$ cat config.mk
export PLATFORM = sky130hd
export DESIGN_NAME = bf_mem_responder
export DESIGN_NICKNAME = d
export VERILOG_FILES = /design/src/rtl/bf_mem_responder_pkg.sv /design/src/rtl/bf_byte_ram.sv /design/src/rtl/bf_mem_responder.sv
export SDC_FILE = /design/constraint.sdc
export NUM_CORES = 1
export LEC_CHECK = 0
export CORE_MARGIN = 2
export CORE_UTILIZATION = 55
export CTS_CLUSTER_DIAMETER = 150
export DETAILED_ROUTE_END_ITERATION = 6
export PLACE_DENSITY = 0.71
export SLEW_MARGIN = 20
export SYNTH_ARGS = -nofsm -noshare
export SYNTH_HDL_FRONTEND = slang
export SYNTH_SLANG_ARGS = --single-unit
$ cat constraint.sdc
create_clock -name clk -period 3.7 [get_ports clk]
set_input_delay 1.11 -clock clk [delete_from_list [all_inputs] [get_ports clk]]
set_output_delay 1.11 -clock clk [all_outputs]
set_load 0.05 [all_outputs]
$ cat src/rtl/bf_mem_responder_pkg.sv
// Shared definitions for the brainf*ck memory responder.
// Holds the responder state encoding, default memory depths and the
// program-counter width seen on the processor bus.
package bf_mem_responder_pkg;

  localparam int unsigned DefTapeDepth = 16;
  localparam int unsigned DefProgDepth = 32;

  // Processor PC is 13 bits: pc_ext[4:0] concatenated with the 8-bit address byte.
  localparam int unsigned PcWidth = 13;

  typedef enum logic {
    StLoad = 1'b0,
    StRun  = 1'b1
  } bf_state_e;

endpackage

$ cat src/rtl/bf_byte_ram.sv
// Byte-wide RAM: synchronous write, combinational read, optional clear.
// Ports:
//   clk   - clock
//   clr   - synchronous clear of every cell (takes priority over write)
//   we    - write enable
//   waddr - write address
//   wdata - write data
//   raddr - read address
//   rdata - read data (combinational from raddr)
module bf_byte_ram #(
  parameter int unsigned Depth     = 16,
  parameter int unsigned AddrWidth = (Depth > 1) ? $clog2(Depth) : 1
) (
  input  logic                 clk,
  input  logic                 clr,
  input  logic                 we,
  input  logic [AddrWidth-1:0] waddr,
  input  logic [7:0]           wdata,
  input  logic [AddrWidth-1:0] raddr,
  output logic [7:0]           rdata
);

  logic [7:0] mem [Depth];

  always_ff @(posedge clk) begin
    if (clr) begin
      for (int i = 0; i < int'(Depth); i++) begin
        mem[i] <= 8'h00;
      end
    end else if (we) begin
      mem[waddr] <= wdata;
    end
  end

  assign rdata = mem[raddr];

endmodule

$ cat src/rtl/bf_mem_responder.sv
// Memory responder for a brainf*ck processor: holds program and tape memory,
// accepts a program byte stream while the processor is held in reset, then
// serves the processor's address/read/write bus.
// Ports:
//   clk, rst                 - clock, synchronous active-high reset
//   bus_write/addr/instr     - processor strobes (write, address phase, PC phase)
//   bus_pc_ext               - PC bits 12:8
//   bus_data_in              - address or write data from processor
//   bus_data_out/bus_data_oe - read data and its drive enable
//   load_valid/data/ready    - program load stream
//   run_start                - end of load, release the processor
//   cpu_rst_n                - active-low processor reset, high only in RUN
//   halted                   - processor fetched beyond the loaded program
module bf_mem_responder
  import bf_mem_responder_pkg::*;
#(
  parameter int unsigned TAPE_DEPTH = DefTapeDepth,
  parameter int unsigned PROG_DEPTH = DefProgDepth
) (
  input  logic       clk,
  input  logic       rst,
  input  logic       bus_write,
  input  logic       bus_addr,
  input  logic       bus_instr,
  input  logic [4:0] bus_pc_ext,
  input  logic [7:0] bus_data_in,
  output logic [7:0] bus_data_out,
  output logic       bus_data_oe,
  input  logic       load_valid,
  input  logic [7:0] load_data,
  output logic       load_ready,
  input  logic       run_start,
  output logic       cpu_rst_n,
  output logic       halted
);

  localparam int unsigned TapeAw = $clog2(TAPE_DEPTH);
  localparam int unsigned ProgAw = $clog2(PROG_DEPTH);
  localparam int unsigned CntW   = ProgAw + 1;

  bf_state_e            state_q, state_d;
  logic [CntW-1:0]      load_cnt_q, load_cnt_d;
  logic [PcWidth-1:0]   prog_ptr_q, prog_ptr_d;
  logic [TapeAw-1:0]    tape_ptr_q, tape_ptr_d;
  logic                 sel_instr_q, sel_instr_d;
  logic                 halted_q, halted_d;
  logic                 cpu_rst_n_q;

  logic                 prog_we, tape_we;
  logic [7:0]           prog_rdata, tape_rdata;
  logic                 fetch_beyond;

  // Fetch is past the loaded program when the full 13-bit PC reaches the load count.
  assign fetch_beyond = prog_ptr_q >= PcWidth'(load_cnt_q);

  bf_byte_ram #(
    .Depth (PROG_DEPTH)
  ) u_prog_ram (
    .clk   (clk),
    .clr   (1'b0),
    .we    (prog_we),
    .waddr (load_cnt_q[ProgAw-1:0]),
    .wdata (load_data),
    .raddr (prog_ptr_q[ProgAw-1:0]),
    .rdata (prog_rdata)
  );

  bf_byte_ram #(
    .Depth (TAPE_DEPTH)
  ) u_tape_ram (
    .clk   (clk),
    .clr   (rst),
    .we    (tape_we),
    .waddr (tape_ptr_q),
    .wdata (bus_data_in),
    .raddr (tape_ptr_q),
    .rdata (tape_rdata)
  );

  always_ff @(posedge clk) begin
    if (rst) begin
      state_q <= StLoad;
    end else begin
      state_q <= state_d;
    end
  end

  always_ff @(posedge clk) begin
    if (rst) begin
      load_cnt_q  <= '0;
      prog_ptr_q  <= '0;
      tape_ptr_q  <= '0;
      sel_instr_q <= 1'b1;
      halted_q    <= 1'b0;
      cpu_rst_n_q <= 1'b0;
    end else begin
      load_cnt_q  <= load_cnt_d;
      prog_ptr_q  <= prog_ptr_d;
      tape_ptr_q  <= tape_ptr_d;
      sel_instr_q <= sel_instr_d;
      halted_q    <= halted_d;
      // Registered from the state so the processor reset never glitches.
      cpu_rst_n_q <= (state_q == StRun);
    end
  end

  always_comb begin
    state_d      = state_q;
    load_cnt_d   = load_cnt_q;
    prog_ptr_d   = prog_ptr_q;
    tape_ptr_d   = tape_ptr_q;
    sel_instr_d  = sel_instr_q;
    halted_d     = halted_q;
    prog_we      = 1'b0;
    tape_we      = 1'b0;
    load_ready   = 1'b0;
    bus_data_oe  = 1'b0;
    bus_data_out = 8'h00;

    case (state_q)
      StLoad: begin
        // Count saturates at PROG_DEPTH; no wrap.
        load_ready = (load_cnt_q < CntW'(PROG_DEPTH));
        if (load_valid && load_ready) begin
          prog_we    = 1'b1;
          load_cnt_d = load_cnt_q + CntW'(1);
        end
        if (run_start) begin
          state_d = StRun;
        end
      end

      StRun: begin
        if (bus_write) begin
          if (bus_addr) begin
            if (bus_instr) begin
              prog_ptr_d  = {bus_pc_ext, bus_data_in};
              sel_instr_d = 1'b1;
            end else begin
              tape_ptr_d  = bus_data_in[TapeAw-1:0];
              sel_instr_d = 1'b0;
            end
          end else begin
            tape_we = 1'b1;
          end
        end else begin
          bus_data_oe = 1'b1;
          if (sel_instr_q) begin
            if (fetch_beyond) begin
              halted_d = 1'b1;
            end else begin
              bus_data_out = prog_rdata;
            end
          end else begin
            bus_data_out = tape_rdata;
          end
        end
      end

      default: ;
    endcase
  end

  assign cpu_rst_n = cpu_rst_n_q;
  assign halted    = halted_q;

endmodule

==> flow_metrics.tcl <==
set metrics [dict create \
    status "finished, violations left" \
    failed_checks "negative setup slack" \
    dp_cells 1452 \
    synth_edf_count 384 \
    p_int_mw 7.856 \
    instances_no_fill 1538 \
    cp.arrival_ps 2650 \
    setup_tns_ps -244.7 \
    cts_buffers 42 \
    syn_avg_cell_area_um2 17.51 \
    place_congestion 0.8609 \
    clk_latency_ps 540 \
    comb_power_share_pct 4.3 \
    antenna_found_initial 0 \
    synth_area_um2 17300 \
    path_clk_slew_ps 60 \
    die_h_um 181.4 \
    drv_cap 0 \
    path_max_fanout 11 \
    cp-end-kind "output port" \
    path_class "register to output port" \
    synth_ff_type "edfxtp_1" \
    tightest_slew_ps 750.4 \
    ys_top_cells_by_count "edfxtp_1, and2_1, mux4_2" \
    setup_viol 8 \
    synth_nets 1026 \
    crit_path_top_delay_cell "mux4_1" \
    max_slew_margin_pct 49.82 \
    grt_use_total_pct 23.48 \
    ys_seq_area_share_pct 70.80 \
    cts_max_path_buffers 3 \
    yosysWarnings 0 \
    antenna_cells 0 \
    p_clk_share_pct 42.3 \
    p_per_area_nw_per_um2 487.2 \
    num_rows 64 \
    p_sw_share_pct 20.41 \
    max_freq_mhz 265.7 \
    hold_buffers 0 \
    pwr-share-seq_pct 53.4 \
    period_needed_ps 3763 \
    timing.rr.start "load_cnt_q[5]$_SDFFE_PP0P_" \
    cts-htree-levels 2 \
    hpwl_um 23820 \
    grt_pass1_wl_um 57070 \
    setup_slack_ps -63.10 \
    p_leak_nw 6.784 \
    critPathBufInv 2 \
    boundaryPins 40 \
    period_share_pct 101.7 \
    dieArea_um2 32900 \
    synth.top_cell.area_share_pct 66.64 \
    power_switching_mw 2.014 \
    finClkSkew_ps 21.08 \
    place.port_buffers 39 \
    yosysMostFrequentCell "edfxtp_1" \
    power_mw 9.870 \
    synth.distinct_cells 41 \
    routedWlPerCell_um 24.61 \
    numClockSinks 420 \
    hold_path_class "register to register" \
    vias_per_cell 5.974 \
    crit_path_max_incr_delay_ps 590 \
    vdd_drop_max_v 0.0003768 \
    grt_pass1_vias 9387 \
    min_from "prog_ptr_q[9]$_SDFFE_PP0P_" \
    syn-instance-count 988 \
    crit_family "multiplexers" \
    drtIter0Drc 913 \
    synth.area.top_cells "edfxtp_1, mux4_2, and2_1" \
    place_ws_ps 24.44 \
    nets 1146 \
    crit_path_start_kind "register" \
    clockRootBuffer "clkbuf_16" \
    drt_pass1_iterations 5 \
    start_util_pct 56.27 \
    ant_nets 0 \
    rsz0062_at_grt "yes" \
    wl_um 37850 \
    cts_tree "built" \
    hold_ws_ps 455.7 \
    syn_to_final_growth_pct 17.09 \
    worstPathRequired_ps 2590 \
    hold_viol 0 \
    core_area_um2 30750 \
    drc 0 \
    maxSlewViolCount 0 \
    grt_start_max_net_pins 62 \
    grt_overflow 0 \
    synth_area_leader_cell "edfxtp_1" \
    route.vias.total 9188 \
    ys_ff_latch 420 \
    critical_path.cell_chain "buf_12 > mux4_1 > mux4_2 > o21ai_2 > nor2_1 > buf_12" \
    drive_gt1_share_pct 27.06 \
    synthArstFlopShare_pct 0 \
    die_w_um 181.4 \
    cp_common_cell "buf_12" \
]
## kinds of logic (layout without fill, tap and decap cells)
family	after synthesis	in the layout	synth area share, %
DFF	420	420	70.80
and+or+nand+nor	302	302	9.393
buffers and inverters	63	217	1.996
adders and majority gates	10	10	0.7231
muxes	116	116	14.58
xor gates and xnor gates	2	2	0.1012
AOI/OAI and AO/OA	75	75	2.408
## metrics by stage
stage | cell area [um2] | utilization (%)
floorplan | 17320 | -
global placement | 18670 | 60.71
detailed placement | 18670 | 60.71
CTS | 20230 | 65.78
global route | 20260 | 65.89
finish | 20260 | 65.89
## state kept, by name (all words and copies together), names as in the netlist, named ones only
name            flops
load_cnt_q          6
prog_ptr_q         13
tape_ptr_q          4
sel_instr_q         1
u_prog_ram.mem    256
cpu_rst_n           1
u_tape_ram.mem    128
halted              1
state_q             1
## power by group through the flow
stage	clock, mW	sequential [mW]	combinational, mW
finish	4.18	5.27	0.424
global route	4.42	5.27	0.452
CTS	4.23	5.27	0.414
detailed placement	0	5.37	0.402
global placement	0	5.36	0.396
floorplan	0	5.36	0.207
## path summary, 6_finish.rpt
check,end,slack [ps],cells after the start
worst max-delay path,bus_data_out[5],-60,6
worst min-delay path,prog_ptr_q[9]$_SDFFE_PP0P_,460,2
worst max register to register,u_prog_ram.mem[15][5]$_DFFE_PP_,1540,5
worst min register to register,prog_ptr_q[9]$_SDFFE_PP0P_,460,2
## worst register-to-register path: stages (launching register included)
cell and delay [ps]:
dfxtp_1 330, buf_4 160, nor3b_2 330, nand2_1 250, or3_1 410, inv_1 330
## metal layers
metal / wire length (um) / GRT usage (%)
met5: 0 / 0
met4: 1292 / 8.650
met3: 2646 / 4.011
met2: 18460 / 37.73
met1: 15450 / 32.87
## layout make-up
| cell class | instances | area [um2] |
|---|---|---|
| Multi-Input combinational cell | 505 | 4791 |
| Sequential cell | 420 | 12260 |
| Inverter | 12 | 45.04 |
| Fill cell | 2124 | 10490 |
| Timing Repair Buffer | 127 | 1281 |
| Clock buffer | 62 | 1261 |
| Tap cell | 396 | 495.5 |
| Clock inverter | 16 | 123.9 |
## cells in the final DEF (no fill, tap or decap), drive strengths merged, types with 5 or more instances in the layout
| cell | count |
|---|---|
| nor3 | 19 |
| nand2 | 43 |
| clkbuf | 63 |
| o21ai | 15 |
| nand3 | 8 |
| or3 | 5 |
| nor2 | 59 |
| a21oi | 30 |
| buf | 97 |
| nand2b | 8 |
| mux4 | 104 |
| or2 | 18 |
| clkdlybuf4s50 | 29 |
| mux2i | 12 |
| ha | 10 |
| inv | 14 |
| o22ai | 25 |
| dfxtp | 36 |
| clkinv | 12 |
| edfxtp | 384 |
| and2 | 128 |
## repair_timing
| item | 4_1_cts | 5_1_grt |
|---|---|---|
| resized for setup | 22 | 19 |
| gates cloned | 2 | 1 |
| buffers inserted | 6 | 1 |
| endpoints found under the setup margin | 8 | 8 |
| pin swaps | 3 | 4 |
Power figures use the tool's default switching activity.
